===== config.mk =====
export PLATFORM = sky130hd
export DESIGN_NAME = csram_loader
export DESIGN_NICKNAME = d
export VERILOG_FILES = /design/src/rtl/csram_loader.sv
export SDC_FILE = /design/constraint.sdc
export NUM_CORES = 1
export LEC_CHECK = 0
export BUFFER_PORTS_ARGS = -buffer_cell sky130_fd_sc_hd__buf_2
export CAP_MARGIN = 15
export CORE_UTILIZATION = 35
export CTS_CLUSTER_DIAMETER = 80
export CTS_CLUSTER_SIZE = 24
export DETAILED_ROUTE_END_ITERATION = 16
export PLACE_DENSITY_LB_ADDON = 0.08
export RECOVER_POWER = 50
export SKIP_LAST_GASP = 1
export SYNTH_ARGS = -nofsm -noshare
export SYNTH_HDL_FRONTEND = slang
export SYNTH_SLANG_ARGS = --single-unit

===== constraint.sdc =====
create_clock -name clk -period 14.2 [get_ports clk]
set_input_delay 2.84 -clock clk [delete_from_list [all_inputs] [get_ports clk]]
set_output_delay 2.84 -clock clk [all_outputs]
set_load 0.01 [all_outputs]

===== src/rtl/csram_loader.sv =====
// CSRAM row loader: packs IN_WIDTH-bit words into WIDTH-bit rows and writes NUM_NEURONS rows.
// Optional trailing XOR checksum word is enabled by defining CSRAM_LOADER_CHECKSUM_EN.
module csram_loader #(
    parameter int NUM_NEURONS = 256,
    parameter int WIDTH       = 367,
    parameter int IN_WIDTH    = 32
) (
    input  logic                           clk,
    input  logic                           rst,
    input  logic                           start,
    input  logic                           in_valid,
    input  logic [IN_WIDTH-1:0]            in_data,
    output logic                           in_ready,
    output logic                           csram_wen,
    output logic [$clog2(NUM_NEURONS)-1:0] csram_address,
    output logic [WIDTH-1:0]               csram_data,
    output logic                           busy,
    output logic                           done,
    output logic                           checksum_err
);
    localparam int WPR = (WIDTH + IN_WIDTH - 1) / IN_WIDTH;
    localparam int AW  = $clog2(NUM_NEURONS);
    localparam int CW  = (WPR > 1) ? $clog2(WPR) : 1;
    localparam logic [AW-1:0] LAST_ADDR = AW'(NUM_NEURONS - 1);
    localparam logic [CW-1:0] LAST_WORD = CW'(WPR - 1);

    typedef enum logic [2:0] {
        IDLE   = 3'd0,
        LOAD   = 3'd1,
        WRITE  = 3'd2,
`ifdef CSRAM_LOADER_CHECKSUM_EN
        CHECK  = 3'd3,
`endif
        FINISH = 3'd4
    } state_t;

    state_t         state_q, state_d;
    logic [CW-1:0]  cnt_q, cnt_d;
    logic [AW-1:0]  addr_q, addr_d;
    logic [WIDTH-1:0] row_q, row_d;
    logic           in_ready_q, wen_q, busy_q, done_q;
`ifdef CSRAM_LOADER_CHECKSUM_EN
    logic [IN_WIDTH-1:0] sum_q, sum_d;
    logic                err_q, err_d;
`endif

    // Next-state, row packing and checksum accumulation
    always_comb begin
        state_d = state_q;
        cnt_d   = cnt_q;
        addr_d  = addr_q;
        row_d   = row_q;
`ifdef CSRAM_LOADER_CHECKSUM_EN
        sum_d   = sum_q;
        err_d   = err_q;
`endif
        case (state_q)
            IDLE: begin
                if (start) begin
                    state_d = LOAD;
                    cnt_d   = '0;
                    addr_d  = '0;
`ifdef CSRAM_LOADER_CHECKSUM_EN
                    sum_d   = '0;
                    err_d   = 1'b0;
`endif
                end else begin
                    state_d = IDLE;
                end
            end
            LOAD: begin
                if (in_valid) begin
                    // Bits of the last word that fall beyond WIDTH-1 have no target and are dropped
                    for (int b = 0; b < WIDTH; b++) begin
                        if (cnt_q == CW'(b / IN_WIDTH)) begin
                            row_d[b] = in_data[b % IN_WIDTH];
                        end else begin
                            row_d[b] = row_q[b];
                        end
                    end
`ifdef CSRAM_LOADER_CHECKSUM_EN
                    sum_d = sum_q ^ in_data;
`endif
                    if (cnt_q == LAST_WORD) begin
                        cnt_d   = '0;
                        state_d = WRITE;
                    end else begin
                        cnt_d = cnt_q + 1'b1;
                    end
                end else begin
                    state_d = LOAD;
                end
            end
            WRITE: begin
                if (addr_q == LAST_ADDR) begin
`ifdef CSRAM_LOADER_CHECKSUM_EN
                    state_d = CHECK;
`else
                    state_d = FINISH;
`endif
                end else begin
                    addr_d  = addr_q + 1'b1;
                    state_d = LOAD;
                end
            end
`ifdef CSRAM_LOADER_CHECKSUM_EN
            CHECK: begin
                if (in_valid) begin
                    if (in_data != sum_q) begin
                        err_d = 1'b1;
                    end else begin
                        err_d = err_q;
                    end
                    state_d = FINISH;
                end else begin
                    state_d = CHECK;
                end
            end
`endif
            FINISH:  state_d = IDLE;
            default: state_d = IDLE;
        endcase
    end

    // State, datapath and registered output flops
    always_ff @(posedge clk or posedge rst) begin
        if (rst) begin
            state_q    <= IDLE;
            cnt_q      <= '0;
            addr_q     <= '0;
            row_q      <= '0;
            in_ready_q <= 1'b0;
            wen_q      <= 1'b0;
            busy_q     <= 1'b0;
            done_q     <= 1'b0;
`ifdef CSRAM_LOADER_CHECKSUM_EN
            sum_q      <= '0;
            err_q      <= 1'b0;
`endif
        end else begin
            state_q    <= state_d;
            cnt_q      <= cnt_d;
            addr_q     <= addr_d;
            row_q      <= row_d;
`ifdef CSRAM_LOADER_CHECKSUM_EN
            in_ready_q <= (state_d == LOAD) || (state_d == CHECK);
            busy_q     <= (state_d == LOAD) || (state_d == WRITE) || (state_d == CHECK);
            sum_q      <= sum_d;
            err_q      <= err_d;
`else
            in_ready_q <= (state_d == LOAD);
            busy_q     <= (state_d == LOAD) || (state_d == WRITE);
`endif
            wen_q      <= (state_d == WRITE);
            done_q     <= (state_d == FINISH);
        end
    end

    assign in_ready      = in_ready_q;
    assign csram_wen     = wen_q;
    assign csram_address = addr_q;
    assign csram_data    = row_q;
    assign busy          = busy_q;
    assign done          = done_q;
`ifdef CSRAM_LOADER_CHECKSUM_EN
    assign checksum_err  = err_q;
`else
    assign checksum_err  = 1'b0;
`endif

endmodule


== Word-level counts from Yosys, hierarchy flattened ==
Index checks and enable logic that the tools add are counted.
Word-level totals
  logic and storage cells: 72
  register bits: 386
  output and inout port bits: 380
Operators by class
  reduce and logical (&&, ||, !) cells: 19
  eq/ne operators: 20
  multiplexer cells: 12
  $add $sub $neg: 2
Operators with widths (count)
  $reduce_and A3 Y1: 14
  $eq A4 B3 Y1 const B: 4
  $eq A4 B4 Y1 const B: 4
  $mux W8: 2
  $pmux W8 S2: 1
  $mux W4: 3
  $mux W3: 3
  $pmux W3 S3: 1
  $add A8 B1 Y8 const B: 1
  $eq A4 B2 Y1 const B: 2
  $eq A8 B8 Y1 const B: 1
  $pmux W4 S2: 1
  $eq A3 B1 Y1 const B: 2
  $eq A3 B2 Y1 const B: 2
  $ne A2 B2 Y1 const B: 3
  $add A4 B1 Y4 const B: 1
  $eq A4 B1 Y1 const B: 1
  $logic_not A4 Y1: 1
  $reduce_bool A2 Y1: 2
  $eq A3 B3 Y1 const B: 1
  $logic_not A3 Y1: 1
  $logic_or A1 B1 Y1: 1
  $mux W1: 1

== Depth between registers and ports, before layout ==
Gate-level depths: netlist of run 1.
  depth in word-level cells: 6
  depth in mapped cells: 5

== Least setup slack after synthesis of run 1 ==
No wires, ideal clock.
  kind: input port to flip-flop
  start point: input port in_valid
  end point: register row_q[352] (netlist: csram_data[352])
  arrival time: 3.854 ns
  cell stages on the path: 5
  data required time: 14.075 ns
  path slack: 10.220 ns
  cells stage by stage: and4bb_4 buf_12 nand3_4 buf_6 mux2_4
On the way
  word-level cells in the longest chain between the ends: 1
RTL lines
  start: declaration: line 11  | input logic in_valid,
  $reduce_and A3 Y1 (no source line)
  end signal: assignment: line 144  | row_q <= row_d;
  end: declaration: line 40  | logic [WIDTH-1:0] row_q, row_d;
No other way between the ends.
A chain may end at the register's enable or synchronous reset.

==> flow_summary.toml, run 1 <==
[cts]
numCtsBuffers = 26
hold_buffers = 0
clk_path_buf_depth = 3
clock_sinks = 386
htreeDepth = 1
post_cts_resized = 0
insertion_delay_ns = 0.58
cts_setup_buffers = 0
root_buffer = "clkbuf_16"
cts_tree = "done"
cts.clk_slew.worst_paths_ns = 0.09

[critical_path]
end_kind = "asynchronous set/reset pin"
cp.required_ns = 14.77
cp.arrival_ns = 7.59
path_class = "in -> async"
r2r_cells = 3
r2r_setup_slack_ns = 9.50
critPathMaxFanout = 99
start_kind = "input pin"
reg2reg_to = "csram_data[127]"
r2r-start = "state_q[1]"

[cells_and_area]
fin_util = 0.4174
regArea_mm2 = 0.009659
layout.cells.non_filler = 1906
diodes = 0
num-fill-cells = 4260
fin_nets = 1338
multi_input_area_mm2 = 0.005484
stdcell_area_mm2 = 0.01846
syn_to_final_growth_pct = 17.46
layout-drive-gt1-share = 0.3463

[yosys]
synth_edf_count = 0
synthFlopType = "dfrtp_1"
ys_warn_count = 0
synth_most_common_cell = "dfrtp_1"
synthCells = 919
ys_seq_area_frac = 0.6146
synth_top_area_cell = "dfrtp_1"
yosys-top-cells-area = "dfrtp_1, mux2_4, mux2_2"
async_reset_ff_frac = 1.000
yosysTopAreaCellShare = 0.6146
yosys-top-cells-count = "dfrtp_1, mux2_4, mux2_2"
syn-cell-area_mm2 = 0.01572
yosysUniqueCellTypes = 41
ys_ff_latch = 386
syn_area_per_cell_um2 = 17.10
syn-num-nets = 960

[die]
core_area_mm2 = 0.04422
start_util = 0.3554
row_count = 77
dieWidth_um = 213.9
die_y_um = 213.9
die_area_mm2 = 0.04575
ios = 416

[min_path]
hold_path.class = "reg -> reg"
hold_end = "csram_data[366]"
hold_start = "csram_data[366]"
min_path_cells = 1

[detailed_routing]
viasPerCell = 4.695
wl_per_cell_um = 23.24
vias = 8949
first_iter_violations = 549
antenna_left = 0
dr.pass1.iters = 4
route.detailed.drc = 0
wl_um = 44300

[global_routing]
grt.overflow.total = 0
grt_pass1_wl_um = 64190
antenna_found_initial = 0
grt_max_degree = 100
grt_usage = 0.1906
grt_pass1_vias = 9085

[sta]
period_share = 0.4943
whs_ns = 0.5054
drv_slew = 134
tightest_slew_ns = 4.580
fin_skew_ns = 0.02484
max_freq_mhz = 142.5
fin_ws_ns = 7.181
slew_headroom = -2.070
hold_viol_final = 0
grt_setup_unrepaired = "no"
setup_violations = 0
tns_ns = 0
min_period_ns = 7.019

[place]
io_buffers = 414
dpl_worst_slack_ns = 8.668
placed_area_mm2 = 0.01812
dp_hpwl_um = 29120
place_congestion = 0.7367
dp_cells = 1861

[pwr]
p_leak_nw = 8.716
totalPowerFinal_mw = 4.436
power.density_mw_per_mm2 = 240.3
peakVddDrop_mv = 0.09501

[run]
maxCapViolCount = 2

[status]
status = "finished with violations"
violations = "capacitance limit, slew limit"
## final cells by class
type	instances	share of cell area
Sequential cell	386	0.5233
Multi-Input combinational cell	455	0.2971
Timing Repair Buffer	421	0.08934
Tap cell	592	0.04013
Clock buffer	28	0.03681
Clock inverter	17	0.01186
Inverter	7	0.001491
## critical path, cell delays in order
cell	delay [ns]
clkbuf_1	0.11
clkinvlp_2	2.53
buf_4	1.07
buf_4	0.84
## cells in the final DEF, fill, tap and decap left out, types with 8 or more instances in the layout
master     instances
clkbuf_16         27
mux2i_1            8
mux2_2           180
clkbuf_1         381
nand2_1           11
dfrtp_1          386
buf_2             34
o21ai_0            8
mux2_4           179
nand3_1            9
mux2_1             8
## how the worst max path moves through the flow
stage                                 end  startpoint  cells after the start  slack [ns]
after global routing        csram_data[2]         rst                      4        6.31
after floorplan                      busy         rst                      1        0.63
after CTS                 csram_data[322]         rst                      4        9.30
after global placement     csram_data[36]         rst                      4        8.67
final                     csram_data[129]         rst                      4        7.18
after detailed placement   csram_data[36]         rst                      4        8.67
## kinds of logic (layout without fill, tap and decap cells)
group,after synthesis,in the layout,share of synthesized area
flops,386,386,0.6146
mux,375,375,0.3127
buf+inv,78,473,0.03264
simple gates,56,56,0.02858
compound gates,18,18,0.007166
fa+ha+maj,5,5,0.003981
other cells,1,1,0.0002386
## where the power goes
group	leakage, nW	internal, mW	switching [mW]	total (mW)
sequential	4.77	1.62	0.292	1.91
clock	0.442	0.391	0.438	0.828
combinational	3.51	0.828	0.872	1.70
## per-layer routing
layer / routed length (µm) / up-vias / track usage
li1: - / 3979 / -
met4: 735 / 0 / 0.04409
met5: 0 / - / 0
met3: 3330 / 39 / 0.05404
met2: 20570 / 238 / 0.3027
met1: 19670 / 4693 / 0.2575
## flip-flops by register name, indices dropped and copies added, names as in the netlist
name	count
csram_data	367
csram_address	8
cnt_q	4
state_q	3
busy	1
csram_wen	1
done	1
in_ready	1
(Power assumes the default switching activity.)
==> run 2: changes to the inputs <==
==> constraint.sdc (replaced) <==
create_clock -name clk -period 6 [get_ports clk]
set_input_delay 1.2 -clock clk [delete_from_list [all_inputs] [get_ports clk]]
set_output_delay 1.2 -clock clk [all_outputs]
set_load 0.01 [all_outputs]
==> run 2 against run 1 <==
The flow still finishes with violations (capacitance limit, slew limit). Critical path depth grew 1. Worst setup slack lost 5.1 ns. Non-clock buffer count grew 1. Die area is the same. Via count shrank 0.49%. Clock-buffer cell count is the same. Clock power grew 140%. Design area grew 2.0%. First-iteration DRC count shrank 31%. Clock skew grew 0.0017 ns.
==> flow_summary.toml, run 2 (synthesized netlist as in run 1, its figures left out) <==
[cts]
htreeDepth = 1
root_buffer = "clkbuf_16"
numCtsBuffers = 25
clock_sinks = 386
hold_buffers = 0
cts_setup_buffers = 0
post_cts_resized = 0
cts_tree = "done"
clk_path_buf_depth = 3
insertion_delay_ns = 0.59
cts.clk_slew.worst_paths_ns = 0.09

[global_routing]
antenna_found_initial = 1
grt_max_degree = 121
grt_pass1_vias = 9272
grt_pass1_wl_um = 64740
grt.overflow.total = 0
grt_usage = 0.1918

[sta]
min_period_ns = 3.900
hold_viol_final = 0
tightest_slew_ns = 2.633
whs_ns = 0.5035
grt_setup_unrepaired = "no"
drv_slew = 77
period_share = 0.6501
slew_headroom = -0.7555
tns_ns = 0
fin_skew_ns = 0.02653
fin_ws_ns = 2.100
setup_violations = 0
max_freq_mhz = 256.4

[cells_and_area]
fin_util = 0.4259
mostFrequentLayoutCell = "dfrtp_1"
largest_reg_flops = 367
fin_nets = 1338
num-fill-cells = 4175
syn_to_final_growth_pct = 19.85
final_cell_mix = "dfrtp_1, buf_2, mux2_2"
layout-drive-gt1-share = 0.5556
stdcell_area_mm2 = 0.01883

[critical_path]
r2r-start = "state_q[0]"
cp-endpoint = "csram_data[350]"
cp-startpoint = "in_valid"
r2r_cells = 4
start_kind = "input pin"
critPathMaxFanout = 32
r2r_setup_slack_ns = 2.23
path_class = "in -> reg"
reg2reg_to = "csram_data[350]"
cp.arrival_ns = 4.36
end_kind = "flop"
cp.required_ns = 6.46

[pwr]
peakVddDrop_mv = 0.2826
power.density_mw_per_mm2 = 568.5
p_leak_nw = 9.598

[status]
status = "finished with violations"
violations = "capacitance limit, slew limit"

[detailed_routing]
route.detailed.drc = 0
dr.pass1.iters = 4
wl_um = 44150
first_iter_violations = 381
vias = 8905
wl_per_cell_um = 23.15
antenna_left = 0
viasPerCell = 4.670

[min_path]
hold_path.class = "reg -> reg"
min_path_cells = 1

[place]
dpl_worst_slack_ns = 2.786
io_buffers = 414
placed_area_mm2 = 0.01814
dp_hpwl_um = 29600
place_congestion = 0.7444

[run]
maxCapViolCount = 2

[die]
ios = 416
row_count = 77
die_area_mm2 = 0.04575
core_area_mm2 = 0.04422
start_util = 0.3554
die_y_um = 213.9
dieWidth_um = 213.9
==> run 2: cell count changes in the layout (fill, tap and decap cells not counted), moves of 2 or more <==
| cell | delta |
|---|---|
| buf_12 | +2 |
| buf_2 | +274 |
| buf_4 | -3 |
| clkbuf_1 | -273 |
| clkbuf_16 | -2 |
| clkbuf_8 | +3 |
| inv_6 | -2 |
| nand3_1 | -2 |
==> run 2: per-stage QoR <==
| step | std cells | power [mW] |
|---|---|---|
| 6_report | 1907 | 10.71 |
| 5_1_grt | 1906 | 11.38 |
| 4_1_cts | 1906 | 10.98 |
| 3_5_place_dp | 1862 | 8.984 |
| 3_3_place_gp | 1862 | 8.932 |
| 2_1_floorplan | 919 | 7.077 |
==> run 2: area by class of cell <==
cell class	count	area (µm²)	area share
inverter	7	27.53	0.001462
timing repair buffer	422	2017	0.1071
antenna	1	2.502	0.0001329
tap	592	740.7	0.03933
multi-input combinational	455	5502	0.2921
clock inverter	16	219.0	0.01163
sequential	386	9659	0.5129
clock buffer	28	666.9	0.03541
==> run 2: critical path: stages <==
cell      delay [ns]
clkbuf_1        0.09
and4bb_1        0.50
nand3_2         0.18
clkbuf_1        1.88
mux2_2          0.47
==> run 2: worst min-delay path by stage <==
| stage | slack, ns | to | from |
|---|---|---|---|
| finish | 0.50 | csram_data[353] | csram_data[353] |
| global route | 0.52 | csram_data[285] | csram_data[285] |
| CTS | 0.51 | csram_data[317] | csram_data[317] |
| detailed placement | 0.49 | csram_data[31] | csram_data[31] |
| global placement | 0.48 | csram_data[79] | csram_data[79] |
| floorplan | 0.50 | busy | state_q[2] |
==> run 2: where the power goes <==
part	internal [mW]	total (mW)	switching, mW
clock	0.937	1.95	1.02
combinational	2.19	4.26	2.07
sequential	3.82	4.49	0.665
==> run 2: layer usage <==
layer | GRT usage | vias up | wire length, µm
li1 | - | 3988 | -
met1 | 0.2558 | 4645 | 19280
met2 | 0.3110 | 237 | 20890
met3 | 0.05770 | 35 | 3277
met4 | 0.03325 | 0 | 704
met5 | 0 | - | 0
